===== config.mk =====
export PLATFORM = sky130hd
export DESIGN_NAME = spi_command_decoder_flat
export DESIGN_NICKNAME = d
export VERILOG_FILES = /design/src/rtl/spi_command_decoder_if.sv /design/src/rtl/spi_command_decoder.sv /design/src/flat_wrapper.sv
export SDC_FILE = /design/constraint.sdc
export NUM_CORES = 1
export LEC_CHECK = 0
export ABC_CLOCK_PERIOD_IN_PS = 5250
export CAP_MARGIN = 40
export CORE_ASPECT_RATIO = 0.7
export CORE_MARGIN = 2
export CORE_UTILIZATION = 32
export CTS_CLUSTER_DIAMETER = 80
export CTS_CLUSTER_SIZE = 20
export DETAILED_ROUTE_END_ITERATION = 8
export HOLD_SLACK_MARGIN = 0.03
export SLEW_MARGIN = 25
export SYNTH_ARGS = -nofsm -noshare
export SYNTH_HDL_FRONTEND = slang
export SYNTH_SLANG_ARGS = --single-unit

===== constraint.sdc =====
create_clock -name clk -period 5.25 [get_ports clk]
set_input_delay 0.7875 -clock clk [delete_from_list [all_inputs] [get_ports clk]]
set_output_delay 0.7875 -clock clk [all_outputs]
set_load 0.01 [all_outputs]

===== src/rtl/spi_command_decoder_if.sv =====
// spi_command_decoder_if
//   Bundles the byte-stream input, sprite-memory write port, draw-request handshake,
//   status and error pulses of spi_command_decoder.
//   Optional: `define SPI_CMD_STATS_EN adds the stat_* counter outputs.
//
//   Signals
//     cs_n, byte_valid, byte_data     byte stream from the SPI byte reader
//     spr_we, spr_id, spr_addr,
//     spr_wdata                       sprite memory write port
//     draw_valid, draw_ready,
//     draw_id, draw_pos               draw-request handshake (FIFO head)
//     busy                            decoder is inside a command
//     err_unknown, err_badid,
//     err_abort, err_overflow         one-cycle error pulses
//     stat_sprites, stat_draws,
//     stat_errors                     saturating counters (SPI_CMD_STATS_EN only)
//
//   Modports
//     slave   the decoder
//     master  the surrounding logic (byte reader, sprite memory, renderer)

interface spi_command_decoder_if #(
    parameter int unsigned NUM_SPRITES  = 16,
    parameter int unsigned SPRITE_BYTES = 512
);
    localparam int unsigned IdW   = $clog2(NUM_SPRITES);
    localparam int unsigned AddrW = $clog2(SPRITE_BYTES);

    logic             cs_n;
    logic             byte_valid;
    logic [7:0]       byte_data;
    logic             spr_we;
    logic [IdW-1:0]   spr_id;
    logic [AddrW-1:0] spr_addr;
    logic [7:0]       spr_wdata;
    logic             draw_valid;
    logic             draw_ready;
    logic [7:0]       draw_id;
    logic [7:0]       draw_pos;
    logic             busy;
    logic             err_unknown;
    logic             err_badid;
    logic             err_abort;
    logic             err_overflow;
`ifdef SPI_CMD_STATS_EN
    logic [15:0]      stat_sprites;
    logic [15:0]      stat_draws;
    logic [15:0]      stat_errors;
`endif

    modport slave (
        input  cs_n, byte_valid, byte_data, draw_ready,
        output spr_we, spr_id, spr_addr, spr_wdata,
        output draw_valid, draw_id, draw_pos, busy,
        output err_unknown, err_badid, err_abort, err_overflow
`ifdef SPI_CMD_STATS_EN
        , output stat_sprites, stat_draws, stat_errors
`endif
    );

    modport master (
        output cs_n, byte_valid, byte_data, draw_ready,
        input  spr_we, spr_id, spr_addr, spr_wdata,
        input  draw_valid, draw_id, draw_pos, busy,
        input  err_unknown, err_badid, err_abort, err_overflow
`ifdef SPI_CMD_STATS_EN
        , input stat_sprites, stat_draws, stat_errors
`endif
    );
endinterface


===== src/rtl/spi_command_decoder.sv =====
// spi_command_decoder
//   Decodes the host command byte stream coming out of the SPI byte reader.
//     0x00 <id> <SPRITE_BYTES pixels>  : pixels written to sprite memory slot <id>
//     0x01 <id> <pos>                  : {id, pos} queued in a draw-request FIFO
//   Any other opcode pulses err_unknown. cs_n high returns the decoder to the command
//   state; the draw FIFO keeps its contents across an abort.
//   Optional: `define SPI_CMD_STATS_EN adds saturating stat_sprites / stat_draws /
//   stat_errors counters.
//
//   Ports
//     clk    system clock
//     rst_n  synchronous active-low reset (discards partial command, flushes FIFO)
//     bus    spi_command_decoder_if.slave: byte stream in, sprite write port out,
//            draw valid/ready handshake, busy and error pulses

module spi_command_decoder #(
    parameter int unsigned NUM_SPRITES     = 16,
    parameter int unsigned SPRITE_BYTES    = 512,
    parameter int unsigned DRAW_FIFO_DEPTH = 4
) (
    input logic                  clk,
    input logic                  rst_n,
    spi_command_decoder_if.slave bus
);
    localparam int unsigned IdW   = $clog2(NUM_SPRITES);
    localparam int unsigned AddrW = $clog2(SPRITE_BYTES);
    localparam int unsigned PtrW  = $clog2(DRAW_FIFO_DEPTH);
    localparam int unsigned CntW  = PtrW + 1;

    localparam logic [AddrW-1:0] LastAddr  = AddrW'(SPRITE_BYTES - 1);
    localparam logic [CntW-1:0]  FifoDepth = CntW'(DRAW_FIFO_DEPTH);

    typedef enum logic [2:0] {
        StCmd,
        StSprId,
        StSprData,
        StDrawId,
        StDrawPos
    } state_e;

    state_e state_q, state_d;

    // Command datapath
    logic [IdW-1:0]   spr_id_q, spr_id_d;
    logic [AddrW-1:0] cnt_q, cnt_d;
    logic             discard_q, discard_d;
    logic [7:0]       draw_id_lat_q, draw_id_lat_d;

    // Registered outputs
    logic             spr_we_q, spr_we_d;
    logic [AddrW-1:0] spr_addr_q, spr_addr_d;
    logic [7:0]       spr_wdata_q, spr_wdata_d;
    logic             err_unknown_q, err_unknown_d;
    logic             err_badid_q, err_badid_d;
    logic             err_abort_q, err_abort_d;
    logic             err_overflow_q, err_overflow_d;

    // Draw FIFO
    logic [15:0]      mem_q [DRAW_FIFO_DEPTH];
    logic [PtrW-1:0]  wr_ptr_q, rd_ptr_q;
    logic [CntW-1:0]  count_q;
    logic             push, push_ok, pop, full;
    logic [15:0]      push_entry;

    logic             byte_take;
    logic             id_bad;
    logic             spr_done;

    // A byte arriving together with cs_n high belongs to no frame and is dropped.
    assign byte_take = bus.byte_valid && !bus.cs_n;
    assign id_bad    = {24'd0, bus.byte_data} >= NUM_SPRITES;

    // ---------------------------------------------------------------- state register
    always_ff @(posedge clk) begin
        if (!rst_n) begin
            state_q <= StCmd;
        end else begin
            state_q <= state_d;
        end
    end

    // ---------------------------------------------------------------- next state
    always_comb begin
        state_d = state_q;
        if (bus.cs_n) begin
            state_d = StCmd;
        end else if (bus.byte_valid) begin
            case (state_q)
                StCmd: begin
                    if (bus.byte_data == 8'h00) begin
                        state_d = StSprId;
                    end else if (bus.byte_data == 8'h01) begin
                        state_d = StDrawId;
                    end
                end
                StSprId:   state_d = StSprData;
                StSprData: if (cnt_q == LastAddr) state_d = StCmd;
                StDrawId:  state_d = StDrawPos;
                StDrawPos: state_d = StCmd;
                default:   state_d = StCmd;
            endcase
        end
    end

    // ---------------------------------------------------------------- outputs / datapath
    always_comb begin
        spr_we_d       = 1'b0;
        spr_addr_d     = spr_addr_q;
        spr_wdata_d    = spr_wdata_q;
        spr_id_d       = spr_id_q;
        cnt_d          = cnt_q;
        discard_d      = discard_q;
        draw_id_lat_d  = draw_id_lat_q;
        push           = 1'b0;
        push_entry     = {draw_id_lat_q, bus.byte_data};
        spr_done       = 1'b0;
        err_unknown_d  = 1'b0;
        err_badid_d    = 1'b0;
        err_abort_d    = bus.cs_n && (state_q != StCmd);
        if (byte_take) begin
            case (state_q)
                StCmd: begin
                    err_unknown_d = (bus.byte_data != 8'h00) && (bus.byte_data != 8'h01);
                end
                StSprId: begin
                    // An invalid id still consumes its full payload, just without writes.
                    if (!id_bad) spr_id_d = bus.byte_data[IdW-1:0];
                    discard_d   = id_bad;
                    err_badid_d = id_bad;
                    cnt_d       = '0;
                end
                StSprData: begin
                    spr_we_d = !discard_q;
                    if (!discard_q) begin
                        spr_addr_d  = cnt_q;
                        spr_wdata_d = bus.byte_data;
                    end
                    cnt_d    = cnt_q + 1'b1;
                    spr_done = (cnt_q == LastAddr);
                end
                StDrawId:  draw_id_lat_d = bus.byte_data;
                StDrawPos: push = 1'b1;
                default:   ;
            endcase
        end
    end

    always_ff @(posedge clk) begin
        if (!rst_n) begin
            spr_we_q       <= 1'b0;
            spr_addr_q     <= '0;
            spr_wdata_q    <= '0;
            spr_id_q       <= '0;
            cnt_q          <= '0;
            discard_q      <= 1'b0;
            draw_id_lat_q  <= '0;
            err_unknown_q  <= 1'b0;
            err_badid_q    <= 1'b0;
            err_abort_q    <= 1'b0;
            err_overflow_q <= 1'b0;
        end else begin
            spr_we_q       <= spr_we_d;
            spr_addr_q     <= spr_addr_d;
            spr_wdata_q    <= spr_wdata_d;
            spr_id_q       <= spr_id_d;
            cnt_q          <= cnt_d;
            discard_q      <= discard_d;
            draw_id_lat_q  <= draw_id_lat_d;
            err_unknown_q  <= err_unknown_d;
            err_badid_q    <= err_badid_d;
            err_abort_q    <= err_abort_d;
            err_overflow_q <= err_overflow_d;
        end
    end

    // ---------------------------------------------------------------- draw FIFO
    assign full           = (count_q == FifoDepth);
    assign pop            = (count_q != '0) && bus.draw_ready;
    // A simultaneous pop frees the slot, so a push into a full FIFO is still accepted.
    assign push_ok        = push && (!full || pop);
    assign err_overflow_d = push && !push_ok;

    always_ff @(posedge clk) begin
        if (!rst_n) begin
            wr_ptr_q <= '0;
            rd_ptr_q <= '0;
            count_q  <= '0;
        end else begin
            if (push_ok) wr_ptr_q <= wr_ptr_q + 1'b1;
            if (pop)     rd_ptr_q <= rd_ptr_q + 1'b1;
            count_q <= count_q + CntW'(push_ok) - CntW'(pop);
        end
    end

    always_ff @(posedge clk) begin
        if (push_ok) mem_q[wr_ptr_q] <= push_entry;
    end

    // ---------------------------------------------------------------- optional statistics
`ifdef SPI_CMD_STATS_EN
    logic [15:0] stat_sprites_q, stat_draws_q, stat_errors_q;
    logic        any_err;

    assign any_err = err_unknown_q | err_badid_q | err_abort_q | err_overflow_q;

    always_ff @(posedge clk) begin
        if (!rst_n) begin
            stat_sprites_q <= '0;
            stat_draws_q   <= '0;
            stat_errors_q  <= '0;
        end else begin
            if (spr_done && (stat_sprites_q != 16'hFFFF)) stat_sprites_q <= stat_sprites_q + 16'd1;
            if (push_ok && (stat_draws_q != 16'hFFFF))    stat_draws_q   <= stat_draws_q + 16'd1;
            if (any_err && (stat_errors_q != 16'hFFFF))   stat_errors_q  <= stat_errors_q + 16'd1;
        end
    end

    assign bus.stat_sprites = stat_sprites_q;
    assign bus.stat_draws   = stat_draws_q;
    assign bus.stat_errors  = stat_errors_q;
`endif

    // ---------------------------------------------------------------- output mapping
    assign bus.spr_we       = spr_we_q;
    assign bus.spr_id       = spr_id_q;
    assign bus.spr_addr     = spr_addr_q;
    assign bus.spr_wdata    = spr_wdata_q;
    assign bus.draw_valid   = (count_q != '0);
    // Head is forced to zero while empty so the outputs read 0 out of reset.
    assign bus.draw_id      = (count_q != '0) ? mem_q[rd_ptr_q][15:8] : 8'h00;
    assign bus.draw_pos     = (count_q != '0) ? mem_q[rd_ptr_q][7:0] : 8'h00;
    assign bus.busy         = (state_q != StCmd);
    assign bus.err_unknown  = err_unknown_q;
    assign bus.err_badid    = err_badid_q;
    assign bus.err_abort    = err_abort_q;
    assign bus.err_overflow = err_overflow_q;
endmodule

===== src/flat_wrapper.sv =====
// flat-port wrapper written by rule: the top's interface ports become plain ports
module spi_command_decoder_flat 
#(
    parameter int unsigned NUM_SPRITES     = 16,
    parameter int unsigned SPRITE_BYTES    = 512,
    parameter int unsigned DRAW_FIFO_DEPTH = 4
)
  (clk, rst_n, bus_cs_n, bus_byte_valid, bus_byte_data, bus_draw_ready, bus_spr_we, bus_spr_id, bus_spr_addr, bus_spr_wdata, bus_draw_valid, bus_draw_id, bus_draw_pos, bus_busy, bus_err_unknown, bus_err_badid, bus_err_abort, bus_err_overflow);
  spi_command_decoder_if #(.NUM_SPRITES(NUM_SPRITES), .SPRITE_BYTES(SPRITE_BYTES)) bus_i ();
  input logic clk;
  input logic rst_n;
  input wire logic [$bits(bus_i.cs_n)-1:0] bus_cs_n;
  input wire logic [$bits(bus_i.byte_valid)-1:0] bus_byte_valid;
  input wire logic [$bits(bus_i.byte_data)-1:0] bus_byte_data;
  input wire logic [$bits(bus_i.draw_ready)-1:0] bus_draw_ready;
  output wire logic [$bits(bus_i.spr_we)-1:0] bus_spr_we;
  output wire logic [$bits(bus_i.spr_id)-1:0] bus_spr_id;
  output wire logic [$bits(bus_i.spr_addr)-1:0] bus_spr_addr;
  output wire logic [$bits(bus_i.spr_wdata)-1:0] bus_spr_wdata;
  output wire logic [$bits(bus_i.draw_valid)-1:0] bus_draw_valid;
  output wire logic [$bits(bus_i.draw_id)-1:0] bus_draw_id;
  output wire logic [$bits(bus_i.draw_pos)-1:0] bus_draw_pos;
  output wire logic [$bits(bus_i.busy)-1:0] bus_busy;
  output wire logic [$bits(bus_i.err_unknown)-1:0] bus_err_unknown;
  output wire logic [$bits(bus_i.err_badid)-1:0] bus_err_badid;
  output wire logic [$bits(bus_i.err_abort)-1:0] bus_err_abort;
  output wire logic [$bits(bus_i.err_overflow)-1:0] bus_err_overflow;
  assign bus_i.cs_n = bus_cs_n;
  assign bus_i.byte_valid = bus_byte_valid;
  assign bus_i.byte_data = bus_byte_data;
  assign bus_i.draw_ready = bus_draw_ready;
  assign bus_spr_we = bus_i.spr_we;
  assign bus_spr_id = bus_i.spr_id;
  assign bus_spr_addr = bus_i.spr_addr;
  assign bus_spr_wdata = bus_i.spr_wdata;
  assign bus_draw_valid = bus_i.draw_valid;
  assign bus_draw_id = bus_i.draw_id;
  assign bus_draw_pos = bus_i.draw_pos;
  assign bus_busy = bus_i.busy;
  assign bus_err_unknown = bus_i.err_unknown;
  assign bus_err_badid = bus_i.err_badid;
  assign bus_err_abort = bus_i.err_abort;
  assign bus_err_overflow = bus_i.err_overflow;
  spi_command_decoder #(.NUM_SPRITES(NUM_SPRITES), .SPRITE_BYTES(SPRITE_BYTES), .DRAW_FIFO_DEPTH(DRAW_FIFO_DEPTH)) u_core (.clk(clk), .rst_n(rst_n), .bus(bus_i));
endmodule

==> impl_metrics.ini <==
[outcome]
outcome = complete, no violations

[clock_network]
clock_insertion_delay_worst_skew_ns = 0.41
cts_max_level = 4
number_of_clock_sinks = 120
post_cts_resized = 0
clockRootBuffer = clkbuf_16
clk_pin_slew_ns = 0.06
cts-buffers-inserted = 17
ctsLongestPathBuffers = 2
tritoncts = done
cts.repair_timing.setup_buffer_count = 0
cts_hold_repair.buffers = 0

[logic_synthesis]
postSynthRegisterBits = 120
post_synth_xor_area_fraction_pct = 1.98
postSynthAreaPerCell_um2 = 13.5
synthMuxAreaShare_pct = 10.7
synth_edf_count = 64
synth_top_family_by_area = simple AND/OR/NAND/NOR gates
synthSimpleGateAreaFrac_pct = 15.4
synth-seq-area-share_pct = 62.4
synthCells = 360
synth_fa_ha_area_share_pct = 2.46
synth_top_flop_cell = edfxtp_1
syn-cell-area_um2 = 4880
syn_nets = 382
synth-async-reset-ratio_pct = 0
ys.warnings.count = 0
synth_compound_gate_area_share_pct = 4.29
synth.distinct_cells = 42

[critical_path]
max_stage_delay_ns = 0.54
worstReg2RegStart = u_core.count_q[1]$_SDFF_PN0_
criticalPathCategory = reg -> out
critical_path.max_fanout = 16
cp_slowest_cell = mux4_2
startpoint_type = register
timing.critical_path.max_delay_family = buffers and inverters
timing.critical_path.cells = buf_4, mux4_2, and2_1, clkdlybuf4s50_1
crit_path_end_kind = output pin
worstPathRequired_ns = 4.46
path_buf_inv = 2
cp_data_arrival_time_ns = 2.25

[power_and_ir_drop]
power.total_mw = 2.81
max-vdd-ir-drop_mv = 0.337
power.clock.fraction_pct = 40.4
seq_power_share_pct = 36.5
static-leakage-power_nw = 2.05
power_density_of_the_placed_cells_nw_per_um2 = 451
power.internal_mw = 2.06
power.net_switching_uw = 752
power.share.switching_pct = 26.8
combPwrFrac_pct = 23.1

[routing]
wl_per_cell_um = 16.4
drcViolationCount = 0
post_drt_via_cell_ratio = 4.68
wl_um = 10300
routed-via-count = 2942
drt-pass1-iter-count = 4
detail-route-antenna-nets = 0
dr.first_iter.drc_count = 141

[global_routing]
grt_max_degree = 27
grt.total_usage_pct = 13.8
grt_first_pass_wirelength_um = 16600
first_global_vias = 3016
initial_antenna_violation_count = 0
globalRouteOverflowTotal = 0

[cells_and_area]
design_area_um2 = 6230
nets = 443
post_route_cells_drive_above_1_share_pct = 15.9
diodes = 0
flow.area_growth_from_synthesis_pct = 27.8
layout.cells.most_common_list = 64 x edfxtp_1, 56 x dfxtp_1, 56 x clkdlybuf4s50_1
layout_commonest_cell = edfxtp_1

[place]
port_buffers = 56
place.gp.congestion = 0.747
placed_instance_area_um2 = 5590
detailedPlacementHpwl_um = 6720

[sta]
setup-tns-final_ns = 0
rsz0062_at_grt = false
clock.fmax_mhz = 330
finalCritPeriodShare_pct = 57.8
finalClockSkew_ns = 0.00839
finalCriticalPeriod_ns = 3.03
max-slew-margin-rel_pct = 48.3
slew_viol_final = 0
worst_margin_slew_ns = 0.775
setup_violations = 0
final_hold_violating_endpoints = 0

[floorplanning]
std_cell_rows = 37
die_width_um = 152
die_height_um = 107
floorplan.core_area_um2 = 14800
boundaryPins = 57
initial_core_util_pct = 32.9
die-area_um2 = 16300

[flow_run]
maxCapViolCount = 0

[min_path]
worst_hold_startpoint = u_core.bus.spr_wdata[1]$_SDFFE_PN0P_
worst_min_path_class = reg -> reg
[final timing paths]
path	to	slack, ns	depth (start not counted)
max	bus_draw_pos[6]	2.22	4
min	u_core.bus.spr_wdata[1]$_SDFFE_PN0P_	0.47	2
max reg2reg	u_core.count_q[2]$_SDFF_PN0_	2.49	10
min reg2reg	u_core.bus.spr_wdata[1]$_SDFFE_PN0P_	0.47	2
[state kept, by name, summed over array words and instances, names as in the netlist, 2 cells and up, named ones only]
signal	cells
u_core.bus.spr_addr	9
u_core.rd_ptr_q	2
u_core.cnt_q	9
u_core.bus.spr_wdata	8
u_core.mem_q	64
u_core.bus.spr_id	4
u_core.draw_id_lat_q	8
u_core.wr_ptr_q	2
u_core.count_q	3
u_core.state_q	3
[power groups by stage]
stage                     Sequential [mW]  Clock [mW]  Combinational, mW
final                                1.02        1.13              0.649
after global routing                 1.03        1.20              0.715
after CTS                            1.03        1.16              0.659
after detailed placement             1.05           0              0.657
after global placement               1.05           0              0.645
after floorplan                      1.04           0              0.373
[stage by stage]
step | util, % | hold WS, ns | setup slack [ns] | instances
after floorplan | - | 0.448 | 2.80 | 360
after global placement | 37.7 | 0.447 | 2.20 | 592
after detailed placement | 37.7 | 0.454 | 2.08 | 592
after CTS | 41.6 | 0.466 | 2.07 | 624
after global routing | 42.1 | 0.484 | 2.10 | 629
final | 42.1 | 0.465 | 2.22 | 629
[worst register-to-register path, stage by stage (launching register included)]
cell and delay [ns]:
dfxtp_1 0.35, or3_1 0.66, and2_1 0.32, ha_1 0.29, inv_1 0.06, ha_1 0.14
inv_1 0.05, fa_1 0.37, xnor2_1 0.15, xnor2_1 0.12, and2_1 0.15
[layout make-up]
class	instances	area, um^2
well taps	195	244
clock inverters	15	158
multi-input cells	212	1700
flip-flops and latches	120	3040
clock buffers	17	425
inverters	7	26.3
repair buffers	63	636
fillers	1358	8580
[synth_stat cells (all sizes together), types with 10 or more instances]
cell type	number	area (um^2)
edfxtp	64	1920
dfxtp	56	1120
nand2	44	190
and2	26	163
nor2b	20	125
a21boi	19	143
mux2i	16	160
mux4	16	360
clkbuf	11	41.3
nor2	11	41.3
buf	10	67.6
xnor2	10	87.6
[per-layer routing]
metal,global-route usage [%],vias up,wire (um)
met5,0,-,0
met4,5.36,0,129
met3,3.90,10,579
met2,20.2,77,4590
met1,19.3,1446,4990
li1,-,1409,-
[kinds of logic after synthesis]
family,after synthesis
muxes,32
DFF,120
adders and majority gates,9
xor gates and xnor gates,11
AOI/OAI and AO/OA,27
and+or+nand+nor,133
buffers and inverters,28
Power figures use the tool's default switching activity.
